$ cat src/rtl/apu_access_arbiter.sv
// apu_access_arbiter: shares the single APU register interface between the
// CPU bus bridge (requester 0) and the audio DMA engine (requester 1).
// One transaction at a time: accept in IDLE, strobe the APU in ISSUE,
// return the captured read data / error in RESPOND.
//
// Build option: define APU_ARB_FIXED_PRIO_EN to give requester 0 priority on
// ties, with a starvation counter that promotes requester 1 after
// STARVE_LIMIT consecutive losses. When it is undefined, ties are resolved
// round-robin.
module apu_access_arbiter #(
  parameter int ADDR_WIDTH   = 12,
  parameter int STARVE_LIMIT = 4
) (
  input  logic                  clk_i,
  input  logic                  rst_n_i,

  input  logic                  req0_valid_i,
  input  logic                  req0_write_i,
  input  logic [ADDR_WIDTH-1:0] req0_address_i,
  input  logic [31:0]           req0_data_i,
  input  logic [3:0]            req0_strobe_i,
  output logic                  req0_ready_o,
  output logic                  req0_resp_valid_o,
  output logic [31:0]           req0_resp_data_o,
  output logic                  req0_resp_error_o,

  input  logic                  req1_valid_i,
  input  logic                  req1_write_i,
  input  logic [ADDR_WIDTH-1:0] req1_address_i,
  input  logic [31:0]           req1_data_i,
  input  logic [3:0]            req1_strobe_i,
  output logic                  req1_ready_o,
  output logic                  req1_resp_valid_o,
  output logic [31:0]           req1_resp_data_o,
  output logic                  req1_resp_error_o,

  output logic                  apu_write_o,
  output logic [ADDR_WIDTH-1:0] apu_write_address_o,
  output logic [31:0]           apu_write_data_o,
  output logic [3:0]            apu_write_strobe_o,
  input  logic                  apu_write_error_i,
  output logic                  apu_read_o,
  output logic [ADDR_WIDTH-1:0] apu_read_address_o,
  input  logic [31:0]           apu_read_data_i,
  input  logic                  apu_read_error_i
);

  typedef enum logic [1:0] {
    ST_IDLE    = 2'd0,
    ST_ISSUE   = 2'd1,
    ST_RESPOND = 2'd2
  } state_e;

  state_e                state_q, state_d;
  logic                  owner_q, owner_d;

  // APU-facing registers double as the latched transaction fields: they are
  // loaded on acceptance and cleared once the ISSUE cycle is over, so the
  // unused side of the APU interface is always 0.
  logic                  apu_write_q, apu_write_d;
  logic [ADDR_WIDTH-1:0] apu_waddr_q, apu_waddr_d;
  logic [31:0]           apu_wdata_q, apu_wdata_d;
  logic [3:0]            apu_wstrb_q, apu_wstrb_d;
  logic                  apu_read_q, apu_read_d;
  logic [ADDR_WIDTH-1:0] apu_raddr_q, apu_raddr_d;

  logic                  resp_valid_q, resp_valid_d;
  logic [31:0]           resp_data_q, resp_data_d;
  logic                  resp_error_q, resp_error_d;

  logic                  in_idle;
  logic                  tie;
  logic                  win1;
  logic                  gnt0;
  logic                  gnt1;
  logic                  sel_write;
  logic [ADDR_WIDTH-1:0] sel_addr;
  logic [31:0]           sel_data;
  logic [3:0]            sel_strb;

`ifdef APU_ARB_FIXED_PRIO_EN
  // Wide enough to hold STARVE_LIMIT, never narrower than 3 bits.
  localparam int STARVE_W = ($clog2(STARVE_LIMIT + 1) > 3) ? $clog2(STARVE_LIMIT + 1) : 3;
  localparam logic [STARVE_W-1:0] STARVE_MAX = STARVE_W'(STARVE_LIMIT);

  logic [STARVE_W-1:0]   starve_q, starve_d;
  logic                  starve_full;

  assign starve_full = (starve_q == STARVE_MAX);
`else
  // Requester that was granted most recently; the other one wins a tie.
  logic                  last_grant_q, last_grant_d;

  // The starvation limit only matters for the fixed-priority build.
  logic                  unused_starve_limit;
  assign unused_starve_limit = (STARVE_LIMIT != 0);
`endif

  // Winner selection and request mux; ready is only offered in IDLE and
  // never while reset is being applied.
  always_comb begin
    in_idle = (state_q == ST_IDLE) && rst_n_i;
    tie     = req0_valid_i && req1_valid_i;
`ifdef APU_ARB_FIXED_PRIO_EN
    win1    = tie ? starve_full : req1_valid_i;
`else
    win1    = tie ? !last_grant_q : req1_valid_i;
`endif
    gnt0    = in_idle && req0_valid_i && !win1;
    gnt1    = in_idle && req1_valid_i && win1;

    sel_write = win1 ? req1_write_i   : req0_write_i;
    sel_addr  = win1 ? req1_address_i : req0_address_i;
    sel_data  = win1 ? req1_data_i    : req0_data_i;
    sel_strb  = win1 ? req1_strobe_i  : req0_strobe_i;
  end

  // Next-state logic for the IDLE -> ISSUE -> RESPOND sequence.
  always_comb begin
    state_d      = state_q;
    owner_d      = owner_q;
    apu_write_d  = 1'b0;
    apu_waddr_d  = '0;
    apu_wdata_d  = 32'd0;
    apu_wstrb_d  = 4'd0;
    apu_read_d   = 1'b0;
    apu_raddr_d  = '0;
    resp_valid_d = 1'b0;
    resp_data_d  = 32'd0;
    resp_error_d = 1'b0;
`ifdef APU_ARB_FIXED_PRIO_EN
    starve_d     = starve_q;
`else
    last_grant_d = last_grant_q;
`endif

    case (state_q)
      ST_IDLE: begin
        if (gnt0 || gnt1) begin
          state_d     = ST_ISSUE;
          owner_d     = gnt1;
          apu_write_d = sel_write;
          apu_read_d  = !sel_write;
          if (sel_write) begin
            apu_waddr_d = sel_addr;
            apu_wdata_d = sel_data;
            apu_wstrb_d = sel_strb;
          end else begin
            apu_raddr_d = sel_addr;
          end
`ifdef APU_ARB_FIXED_PRIO_EN
          // Requester 1 only loses while valid when requester 0 takes a tie.
          if (gnt1) begin
            starve_d = '0;
          end else if (req1_valid_i) begin
            starve_d = starve_q + 1'b1;
          end
`else
          last_grant_d = gnt1;
`endif
        end
      end

      ST_ISSUE: begin
        // The APU answers in the same cycle as the strobe.
        state_d      = ST_RESPOND;
        resp_valid_d = 1'b1;
        resp_data_d  = apu_read_q ? apu_read_data_i : 32'd0;
        resp_error_d = apu_read_q ? apu_read_error_i : apu_write_error_i;
      end

      ST_RESPOND: begin
        state_d = ST_IDLE;
      end

      default: begin
        state_d = ST_IDLE;
      end
    endcase
  end

  // Single state register for FSM, latched fields and response; a reset
  // drops any in-flight transaction without a response.
  always_ff @(posedge clk_i) begin
    if (!rst_n_i) begin
      state_q      <= ST_IDLE;
      owner_q      <= 1'b0;
      apu_write_q  <= 1'b0;
      apu_waddr_q  <= '0;
      apu_wdata_q  <= 32'd0;
      apu_wstrb_q  <= 4'd0;
      apu_read_q   <= 1'b0;
      apu_raddr_q  <= '0;
      resp_valid_q <= 1'b0;
      resp_data_q  <= 32'd0;
      resp_error_q <= 1'b0;
`ifdef APU_ARB_FIXED_PRIO_EN
      starve_q     <= '0;
`else
      last_grant_q <= 1'b1;
`endif
    end else begin
      state_q      <= state_d;
      owner_q      <= owner_d;
      apu_write_q  <= apu_write_d;
      apu_waddr_q  <= apu_waddr_d;
      apu_wdata_q  <= apu_wdata_d;
      apu_wstrb_q  <= apu_wstrb_d;
      apu_read_q   <= apu_read_d;
      apu_raddr_q  <= apu_raddr_d;
      resp_valid_q <= resp_valid_d;
      resp_data_q  <= resp_data_d;
      resp_error_q <= resp_error_d;
`ifdef APU_ARB_FIXED_PRIO_EN
      starve_q     <= starve_d;
`else
      last_grant_q <= last_grant_d;
`endif
    end
  end

  assign req0_ready_o        = gnt0;
  assign req1_ready_o        = gnt1;

  assign apu_write_o         = apu_write_q;
  assign apu_write_address_o = apu_waddr_q;
  assign apu_write_data_o    = apu_wdata_q;
  assign apu_write_strobe_o  = apu_wstrb_q;
  assign apu_read_o          = apu_read_q;
  assign apu_read_address_o  = apu_raddr_q;

  // Route the single response register to the owner; the other port sees 0.
  assign req0_resp_valid_o   = resp_valid_q && !owner_q;
  assign req0_resp_data_o    = (resp_valid_q && !owner_q) ? resp_data_q : 32'd0;
  assign req0_resp_error_o   = resp_valid_q && !owner_q && resp_error_q;
  assign req1_resp_valid_o   = resp_valid_q && owner_q;
  assign req1_resp_data_o    = (resp_valid_q && owner_q) ? resp_data_q : 32'd0;
  assign req1_resp_error_o   = resp_valid_q && owner_q && resp_error_q;

endmodule
$ cat config.mk
export PLATFORM = sky130hd
export DESIGN_NAME = apu_access_arbiter
export DESIGN_NICKNAME = d
export VERILOG_FILES = /design/src/rtl/apu_access_arbiter.sv
export SDC_FILE = /design/constraint.sdc
export NUM_CORES = 1
export LEC_CHECK = 0
export CORE_MARGIN = 2
export CORE_UTILIZATION = 25
export CTS_BUF_LIST = sky130_fd_sc_hd__clkbuf_4
export CTS_CLUSTER_SIZE = 30
export DETAILED_ROUTE_END_ITERATION = 16
export PLACE_DENSITY = 0.64
export SLEW_MARGIN = 20
export SYNTH_ARGS = -nofsm -noshare
export SYNTH_HDL_FRONTEND = slang
export SYNTH_SLANG_ARGS = --single-unit
export TNS_END_PERCENT = 10
$ cat constraint.sdc
create_clock -name clk_i -period 3.9 [get_ports clk_i]
set_clock_uncertainty 0.15 [all_clocks]
set_input_delay 0.39 -clock clk_i [delete_from_list [all_inputs] [get_ports clk_i]]
set_output_delay 0.39 -clock clk_i [all_outputs]
set_load 0.02 [all_outputs]
==> impl_metrics.tcl <==
set metrics [dict create \
    dieWidth_um 133 \
    path_class "flip-flop to output pin" \
    rsz0062_at_grt "no" \
    layout_setup_ws_ns 0.924 \
    routed_via_density 4.68 \
    dr.pass1.iters 4 \
    grt_pass1_wl_um 22400 \
    rrSetupSlack_ns 1.98 \
    cts_root_buffer "clkbuf_4" \
    clockBufferDepth 2 \
    coreArea_um2 16500 \
    clock-sinks 100 \
    placed_area_um2 6860 \
    crit_arrival_ns 2.44 \
    critPathLaunchType "flip-flop" \
    remaining_drc_errors 0 \
    status "finished, final reports clean" \
    cts_hold_buffers 0 \
    setup.worst_path.end_class "output pin" \
    wirelength_um 14600 \
    min-delay-start "req0_write_i" \
    worst_slew_pin_slew_ns 1.09 \
    slew_violations 0 \
    port_buffers 267 \
    holdPathStages 3 \
    dp.cells 896 \
    fin_cells 913 \
    path_clk_slew_ns 0.15 \
    cts_max_level 3 \
    fin_crit_ns 2.98 \
    fp.dieH_um 133 \
    grt_max_degree 62 \
    drtIter0Drc 190 \
    met1_usage_pct 18.6 \
    drv_cap 0 \
    drive_gt1_share_pct 7.51 \
    ios 268 \
    core.rowCount 47 \
    antenna_found_initial 1 \
    syn-num-nets 586 \
    hold_viol_final 0 \
    clkLatencyLatePin_ns 0.45 \
    ctsResizeCount 0 \
    finalSetupViolations 0 \
    seq_area_um2 2000 \
    holdPathEnd "apu_write_address_o[11]" \
    p_leak_nw 2.70 \
    met2_usage_pct 26.9 \
    cp.required_ns 3.36 \
    gp_congestion 0.778 \
    start_util_pct 25.4 \
    grt_pass1_vias 4209 \
    via_count 4271 \
    max_slew_margin_pct 27.2 \
    synth_cell_types 31 \
    hold_class "input port to flip-flop" \
    reg2reg_to "apu_read_o" \
    finalNetCount 823 \
    ir_drop_v 0.000159 \
    die-area_um2 17800 \
    max_freq_mhz 336 \
    syn_avg_cell_area_um2 9.29 \
    finalSetupTns_ns 0 \
    pwr_density_cell_nw_per_um2 286 \
    hpwl_um 10200 \
    fillers 1598 \
    final_area_um2 6980 \
    mappedNetlistArea_um2 4180 \
    syn-instance-count 450 \
    finalCritPeriodShare_pct 76.3 \
    grt_use_total_pct 16.0 \
    yosysSeqAreaShare_pct 47.9 \
    wire_per_inst_um 16.0 \
    busiest_layer "met2" \
    synthToLayoutAreaGrowth_pct 67.0 \
    r2r_cells 4 \
    cts_tree "yes" \
    cts_made_buffers 9 \
    antenna_left 0 \
    place_ws_ns 1.30 \
    grt_overflow 0 \
    r2r-start "last_grant_q" \
    worstPathMaxFanout 34 \
    yosys_warnings 0 \
    multi_input_area_um2 1860 \
    grt_use_met3_pct 5.44 \
    postCtsSetupRepairBufs 0 \
    synth-seq-cells 100 \
]
==> synth_stat cells <==
library cell / n / area share [%]
a21bo_1: 1 / 0.24
a21boi_4: 1 / 0.45
a21oi_1: 56 / 6.7
a21oi_2: 4 / 0.84
a22oi_1: 1 / 0.18
and2_1: 35 / 5.2
and2b_1: 2 / 0.36
and3_1: 65 / 9.7
and3_2: 1 / 0.18
buf_12: 2 / 0.96
buf_2: 10 / 1.2
buf_4: 2 / 0.36
buf_6: 6 / 1.6
buf_8: 4 / 1.4
clkbuf_1: 23 / 2.1
clkbuf_8: 1 / 0.33
dfxtp_1: 100 / 48
inv_1: 1 / 0.090
mux2i_1: 2 / 0.48
nand2_1: 3 / 0.27
nand3_1: 79 / 9.5
nand3_2: 17 / 4.1
nand3b_1: 24 / 4.3
nor2_1: 3 / 0.27
nor2_2: 1 / 0.15
nor2b_1: 1 / 0.15
nor3_1: 1 / 0.12
nor3b_2: 1 / 0.30
o211ai_1: 1 / 0.18
o21ai_2: 1 / 0.21
or3b_1: 1 / 0.21
==> report_power, final <==
part	internal (mW)	total [mW]	switching, mW
clock network	0.153	0.509	0.356
logic	0.216	0.420	0.204
registers	1.06	1.07	0.0126
==> sequential cells by signal, indices dropped and copies added (netlist names) <==
register	flops
apu_write_data_o	32
last_grant_q	1
apu_write_strobe_o	4
state_q	2
resp_valid_q	1
apu_read_o	1
apu_write_o	1
owner_q	1
apu_write_address_o	12
resp_data_q	32
apu_read_address_o	12
resp_error_q	1
==> metrics by stage <==
stage                     power (mW)  hold slack, ns  util, %
after floorplan                 1.29           0.315        -
after global placement          1.50           0.355     41.7
after detailed placement        1.51           0.375     41.7
after CTS                       2.03           0.258     42.4
after global routing            2.10           0.260     42.4
final                           2.00           0.311     42.4
==> routing by layer <==
metal  wire length [um]  vias to the layer above
met4                325                        0
met5                  0                        -
met3               1270                       19
li1                   -                     2046
met2               6980                      210
met1               6020                     1996
==> critical path: stages (launching register included) <==
cell and delay, ns:
dfxtp_1 0.34, and2b_1 0.78, and2_1 0.24, clkdlybuf4s50_1 0.61
==> cells in the final DEF (no fill, tap or decap), types with 3 or more instances in the layout <==
master,n
clkdlybuf4s50_1,265
dfxtp_1,100
nand3_1,79
and3_1,65
a21oi_1,56
and2_1,35
nand3b_1,24
nand3_2,17
clkbuf_4,12
buf_4,6
a21oi_2,4
nand2_1,3
nor2_1,3
==> worst max-delay path by stage <==
stage	from	endpoint	slack, ns	cells after the start
2_1_floorplan	req1_valid_i	req0_ready_o	2.28	4
3_3_place_gp	rst_n_i	req0_ready_o	1.30	4
3_5_place_dp	rst_n_i	req0_ready_o	1.30	4
4_1_cts	owner_q	req0_resp_data_o[26]	0.84	3
5_1_grt	owner_q	req0_resp_error_o	0.71	3
6_report	owner_q	req0_resp_data_o[26]	0.92	3
==> cell type report <==
class                   instances  area share [%]
repair buffers                274            39.1
flip-flops and latches        100            28.7
multi-input cells             301            26.6
well taps                     220            3.94
clock buffers                  12            1.29
clock inverters                 4           0.376
inverters                       1          0.0538
diodes                          1          0.0358
==> logic make-up (layout without fill, tap and decap cells) <==
group | after synthesis | count (layout) | synth area share (%)
multiplexers | 2 | 2 | 0.479
AO/OA/AOI/OAI | 65 | 65 | 8.80
other | 0 | 1 | 0
AND/OR/NAND/NOR | 234 | 234 | 34.8
flip-flops | 100 | 100 | 47.9
buffers and inverters | 49 | 291 | 8.05
(Power assumes the default switching activity.)
